**src/rtl/fetch_ctrl.sv**
```systemverilog
// -----------------------------------------------------------------------------
// fetch_ctrl -- single-outstanding instruction fetch controller.
//
// Issues one instruction-memory request at a time from the current PC, captures
// the returned word, and presents it to decode until decode accepts it. Branch
// redirects override everything else. A request that waits too long for its
// ack, or a redirect to a misaligned target, parks the block in a sticky error
// state.
//
// Parameters
//   RESET_PC         PC loaded on reset
//   MAX_WAIT         REQ cycles without ack before timeout (1..255)
// Ports
//   clk, rst_n       clock, synchronous active-low reset
//   run              fetch enable; 0 parks in IDLE once the current fetch ends
//   imem_req/addr    request to instruction memory (addr = current PC)
//   imem_ack/rdata   memory response; rdata valid when ack=1
//   instr_valid      instruction available to decode
//   instr/instr_pc   captured instruction word and its PC
//   instr_ready      decode accepts instr this cycle
//   redirect/target  taken branch / jump; load new PC
//   fetch_err        sticky error (timeout or misaligned redirect)
// -----------------------------------------------------------------------------
module fetch_ctrl #(
    parameter logic [31:0] RESET_PC = 32'h0000_0000,
    parameter int          MAX_WAIT = 15
) (
    input  logic        clk,
    input  logic        rst_n,
    input  logic        run,
    output logic        imem_req,
    output logic [31:0] imem_addr,
    input  logic        imem_ack,
    input  logic [31:0] imem_rdata,
    output logic        instr_valid,
    output logic [31:0] instr,
    output logic [31:0] instr_pc,
    input  logic        instr_ready,
    input  logic        redirect,
    input  logic [31:0] redirect_target,
    output logic        fetch_err
);

    typedef enum logic [1:0] {
        IDLE = 2'd0,
        REQ  = 2'd1,
        HOLD = 2'd2,
        ERR  = 2'd3
    } state_t;

    // Captured response: instruction word and the PC it was fetched from.
    typedef struct packed {
        logic [31:0] word;
        logic [31:0] pc;
    } fetch_rsp_t;

    localparam logic [7:0] MAX_WAIT_C = 8'(MAX_WAIT);

    state_t     state_q, state_d;
    logic [31:0] pc_q, pc_d;
    logic [7:0]  wait_q, wait_d;
    fetch_rsp_t  rsp_q, rsp_d;

    logic [7:0]  wait_inc;
    logic        target_misaligned;

    assign wait_inc          = wait_q + 8'd1;
    assign target_misaligned = (redirect_target[1:0] != 2'b00);

    // -------------------------------------------------------------------------
    // Next-state logic. A redirect is handled identically in every state: an
    // aligned target reloads the PC and restarts (or parks, if run=0); a
    // misaligned one leaves the PC alone and enters ERR. In ERR a misaligned
    // redirect therefore simply keeps us there.
    // -------------------------------------------------------------------------
    always_comb begin
        state_d = state_q;
        pc_d    = pc_q;
        wait_d  = wait_q;
        rsp_d   = rsp_q;

        if (redirect) begin
            if (target_misaligned) begin
                state_d = ERR;
            end else begin
                pc_d    = redirect_target;
                wait_d  = 8'd0;
                state_d = run ? REQ : IDLE;
            end
        end else begin
            unique case (state_q)
                IDLE: begin
                    if (run) begin
                        state_d = REQ;
                        wait_d  = 8'd0;
                    end
                end

                // run is deliberately ignored here: an issued request is always
                // carried through HOLD before the block can park.
                REQ: begin
                    if (imem_ack) begin
                        rsp_d.word = imem_rdata;
                        rsp_d.pc   = pc_q;
                        state_d    = HOLD;
                        wait_d     = 8'd0;
                    end else begin
                        wait_d = wait_inc;
                        if (wait_inc == MAX_WAIT_C) begin
                            state_d = ERR;
                        end
                    end
                end

                HOLD: begin
                    if (instr_ready) begin
                        pc_d    = pc_q + 32'd4;   // wraps modulo 2^32
                        wait_d  = 8'd0;
                        state_d = run ? REQ : IDLE;
                    end
                end

                ERR: begin
                    // Only an aligned redirect (handled above) or reset leaves.
                end

                default: state_d = IDLE;
            endcase
        end
    end

    always_ff @(posedge clk) begin
        if (!rst_n) begin
            state_q <= IDLE;
            pc_q    <= RESET_PC;
            wait_q  <= 8'd0;
            rsp_q   <= '0;
        end else begin
            state_q <= state_d;
            pc_q    <= pc_d;
            wait_q  <= wait_d;
            rsp_q   <= rsp_d;
        end
    end

    // Outputs are pure state/register decode: no path from imem_ack to
    // imem_req, and REQ/HOLD exclusivity keeps req and valid mutually exclusive.
    assign imem_req    = (state_q == REQ);
    assign instr_valid = (state_q == HOLD);
    assign fetch_err   = (state_q == ERR);
    assign imem_addr   = pc_q;
    assign instr       = rsp_q.word;
    assign instr_pc    = rsp_q.pc;

endmodule
```
**config.mk**
```make
export PLATFORM = sky130hd
export DESIGN_NAME = fetch_ctrl
export DESIGN_NICKNAME = d
export VERILOG_FILES = /design/src/rtl/fetch_ctrl.sv
export SDC_FILE = /design/constraint.sdc
export NUM_CORES = 1
export LEC_CHECK = 0
export CAP_MARGIN = 20
export CORE_MARGIN = 4
export CORE_UTILIZATION = 47
export CTS_BUF_LIST = sky130_fd_sc_hd__clkbuf_8
export DETAILED_ROUTE_END_ITERATION = 10
export PLACE_DENSITY = 0.83
export SLEW_MARGIN = 30
export SYNTH_ARGS = -nofsm -noshare
export SYNTH_HDL_FRONTEND = slang
export SYNTH_SLANG_ARGS = --single-unit
```
**constraint.sdc**
```tcl
create_clock -name clk -period 2.7 [get_ports clk]
set_clock_uncertainty 0.15 [all_clocks]
set_input_delay 0.54 -clock clk [delete_from_list [all_inputs] [get_ports clk]]
set_output_delay 0.54 -clock clk [all_outputs]
set_load 0.05 [all_outputs]
```
# Word-level counts from Yosys, hierarchy flattened

Index checks and enable logic that the tools add are counted.
W data, S select, Z words.

Bits in registers: 106
Logic and storage cells: 43

Add/sub/neg operators: 2
Equal/unequal tests: 8
Multiplexer cells: 18
Bitwise logic cells: 1
Reduce and logical (&&, ||, !) cells: 9

Operators with widths:

| cell                    | number |
|---|---|
| $mux W32                | 4 |
| $mux W8                 | 5 |
| $add A32 B3 Y32 const B | 1 |
| $pmux W8 S3             | 1 |
| $mux W2                 | 6 |
| $add A8 B1 Y8 const B   | 1 |
| $eq A8 B4 Y1 const B    | 1 |
| $reduce_and A4 Y1       | 2 |
| $pmux W2 S3             | 1 |
| $reduce_and A3 Y1       | 2 |
| $reduce_bool A2 Y1      | 3 |
| $eq A2 B2 Y1 const B    | 2 |
| $ne A4 B1 Y1 const B    | 1 |
| $reduce_bool A4 Y1      | 1 |
| $ne A3 B1 Y1 const B    | 1 |
| $ne A3 B3 Y1 const B    | 1 |
| $eq A2 B1 Y1 const B    | 1 |
| $logic_not A2 Y1        | 1 |
| $ne A2 B2 Y1 const B    | 1 |
| $mux W1                 | 1 |
| $not A1 Y1              | 1 |

# Logic depth before layout (Yosys ltp)

Depth in word-level cells: 6
Mapped depth: 8

# Least setup slack after synthesis

No wires, ideal clock.

Path kind: register -> register
Start point: register pc_q[2] (netlist: imem_addr[2])
End point: register pc_q[28] (netlist: imem_addr[28])
Setup time: 0.091 ns
Data arrival time: 2.318 ns
Data required time: 2.459 ns
Path slack: 0.141 ns
Stages on the path, launching flop included: 8
Clock period less this slack: 2.559 ns
Path through: dfxtp_1 ha_1 nand3_2 or4_4 buf_6 nor4_4 nor3_1 a311oi_1

Word-level cells in the longest chain between the ends: 4

RTL lines:

| what                     | line | source |
|---|---|---|
| start: declaration       | 60   | `logic [31:0] pc_q, pc_d;` |
| start signal: assignment | 140  | `pc_q <= pc_d;` |
| $add A32 B3 Y32          | 117  | `pc_d = pc_q + 32'd4;` |
| $mux W32                 | 116  | `if (instr_ready) begin` |
| $mux W32                 | 91   | `unique case (state_q)` |
| $mux W32                 | 82   | `if (redirect) begin` |

Every way passes these cells. The select of a mux whose other input is x is not followed.
A chain may end at the register's enable or synchronous reset.

# Final worst setup path

Start point: register pc_q[22] (netlist: imem_addr[22])
End point: output port imem_addr[22]

RTL lines:

| what             | line | source |
|---|---|---|
| end: declaration | 32   | `output logic [31:0] imem_addr,` |

No word-level cell between the ends.

==> flow_summary.ini <==
[worst_setup_path]
slowest_stage = clkdlybuf4s50_1
critPathBufInv = 1
r2r-end = imem_addr[28]
cp_slowest_stage_delay_ns = 0.87
critPathMaxFanout = 9
cp.required_ns = 2.01
worst_ep_arrival_time_ns = 1.77
path_cells = clkdlybuf4s50_1
cp_top_family = buffers and inverters
end_kind = primary output
r2r_slack_ns = 0.34
critical_path_depth = 1
critical_path_class = flip-flop to primary output
cp-startpoint = imem_addr[22]
rr_startpoint = imem_addr[2]
crit_path_end = imem_addr[22]
worstSetupStartpointType = flip-flop
reg2reg_depth = 6

[sta]
tightest_slew_ns = 0.545
setup_ws_ns = 0.242
grt_setup_unrepaired = false
max_freq_mhz = 407
setup_viol = 0
period_minus_slack_ns = 2.46
hold_violations = 0
slew_headroom_pct = 63.5
finalSetupTns_ns = 0
slew_viol_final = 0
period_share_pct = 91.0

[finish]
seq_area_mm2 = 0.00212
layout_common_cells = clkdlybuf4s50_1, nand2_1, dfxtp_1
layout_commonest_cell = clkdlybuf4s50_1
fillers = 799
syn2layout_area_growth_pct = 43.7
final_nets = 852
multi_input_area_mm2 = 0.00254
layout-drive-gt1-share_pct = 8.72
antennaDiodeCount = 0

[place]
portBuffers = 168
hpwl_mm = 11.1
place.gp.congestion = 0.885
pre_cts_ws_ns = 0.208

[routing]
drc = 0
route.vias.total = 5164
ant_nets = 0
drt-initial-drc-count = 474
drtPass1Iterations = 7
viasPerCell = 5.66
drt-total-wl_mm = 15.1
wl_per_cell_um = 16.6

[logic_synthesis]
ys_ff_latch = 106
synth.cell_area_mm2 = 0.00488
synth_cells = 613
synth.avg_cell_area_um2 = 7.96
yosys.cell_types.count = 66
yosys_warnings = 0
synthFlopType = dfxtp_1
async_reset_ff_share_pct = 0
syn_nets = 690
yosysSeqAreaShare_pct = 43.5
synth_edf_count = 0

[cts]
clock_latency_ns = 0.38
post_cts_buffers = 0
max-clock-path-buffers = 2
cts_root_buf = clkbuf_8
clk_pin_slew_worst_paths_ns = 0.10
clock-sinks = 106
cts_tree = yes
cts.htree.levels = 3
cts_buffers = 9
cts_resized = 0
cts_hold_buffers = 0

[run_status]
status = complete, no violations

[floorplanning]
die_w_um = 110
row_count = 36
core_mm2 = 0.00995
dieHeight_um = 110
pin_count = 169
start_util_pct = 49.0
die_area_mm2 = 0.0121

[global_routing]
grt_max_degree = 55
grt-ovfl-total = 0
grtUsageTotal_pct = 24.8
grt_pass1_wl_mm = 23.6
grt_pass1_vias = 4895
antenna_found_initial = 0

[min_path]
hold_path.class = flip-flop to flip-flop
hold_path.startpoint = instr_pc[23]

[power_and_ir_drop]
power_density_mw_per_mm2 = 491
leakage_nw = 2.40
ir_drop_uv = 295

[run]
drv_cap = 0
-- state kept, by name (all words and copies together) (netlist names) --
name and cells:
imem_addr 32, instr 32, wait_q 8, state_q 2, instr_pc 32
-- through the flow --
stage               area, µm²  cells  total power, mW  hold slack [ns]  util [%]
detailed placement       6790    897             2.39            0.295      68.2
global placement         6790    897             2.37            0.291      68.2
CTS                      7000    913             3.46            0.309      70.3
floorplan                4880    613             2.09            0.328         -
finish                   7010    913             3.44            0.307      70.4
global route             7010    913             3.58            0.325      70.4
-- worst min-delay path by stage --
stage / cells after the start / end / slack [ns]
6_report: 2 / instr_pc[23] / 0.31
5_1_grt: 2 / instr_pc[7] / 0.32
4_1_cts: 2 / instr_pc[8] / 0.31
3_5_place_dp: 2 / instr_pc[8] / 0.30
3_3_place_gp: 2 / instr[9] / 0.29
2_1_floorplan: 2 / state_q[1] / 0.33
-- cell usage after synthesis (6+ instances only) --
cell	count	share of area, %
clkbuf_1	33	2.5
mux2i_1	6	1.2
and3_1	10	1.3
nor2_1	33	2.5
a22oi_1	7	1.1
nand2_1	154	12
a311oi_1	7	1.3
dfxtp_1	106	43
a32o_1	6	1.2
nor3_1	9	0.92
ha_1	7	1.8
a21oi_1	83	8.5
inv_1	7	0.54
nand4_1	7	0.90
nor3b_1	7	1.1
o21ai_0	20	2.1
nand3_1	16	1.6
-- kinds of logic after synthesis --
logic type	count (synthesis)	share of synthesized area (%)
muxes	8	1.69
buffers and inverters	53	4.54
adders and majority gates	7	1.80
DFF	106	43.5
AOI/OAI and AO/OA	163	20.9
xor gates and xnor gates	2	0.359
and+or+nand+nor	274	27.2
-- cell type report --
class	instances	share of cell area, %
flip-flops and latches	106	30.3
well taps	133	2.37
inverters	9	0.482
repair buffers	195	27.5
multi-input cells	454	36.3
clock inverters	7	1.34
clock buffers	9	1.77
-- power breakdown --
| part | switching [mW] | leakage, nW | internal, mW |
|---|---|---|---|
| Sequential | 0.0495 | 0.858 | 1.61 |
| Clock | 0.564 | 0.111 | 0.522 |
| Combinational | 0.415 | 1.43 | 0.281 |
| Total | 1.03 | 2.40 | 2.41 |
-- metal layers --
layer / global-route usage (%) / up-vias / part of all wire, %
met3: 5.81 / 31 / 8.2
met2: 43.0 / 237 / 50
met1: 29.5 / 2408 / 40
met5: 0 / - / 0
li1: - / 2488 / -
met4: 9.62 / 0 / 2.3
(Power assumes the default switching activity.)
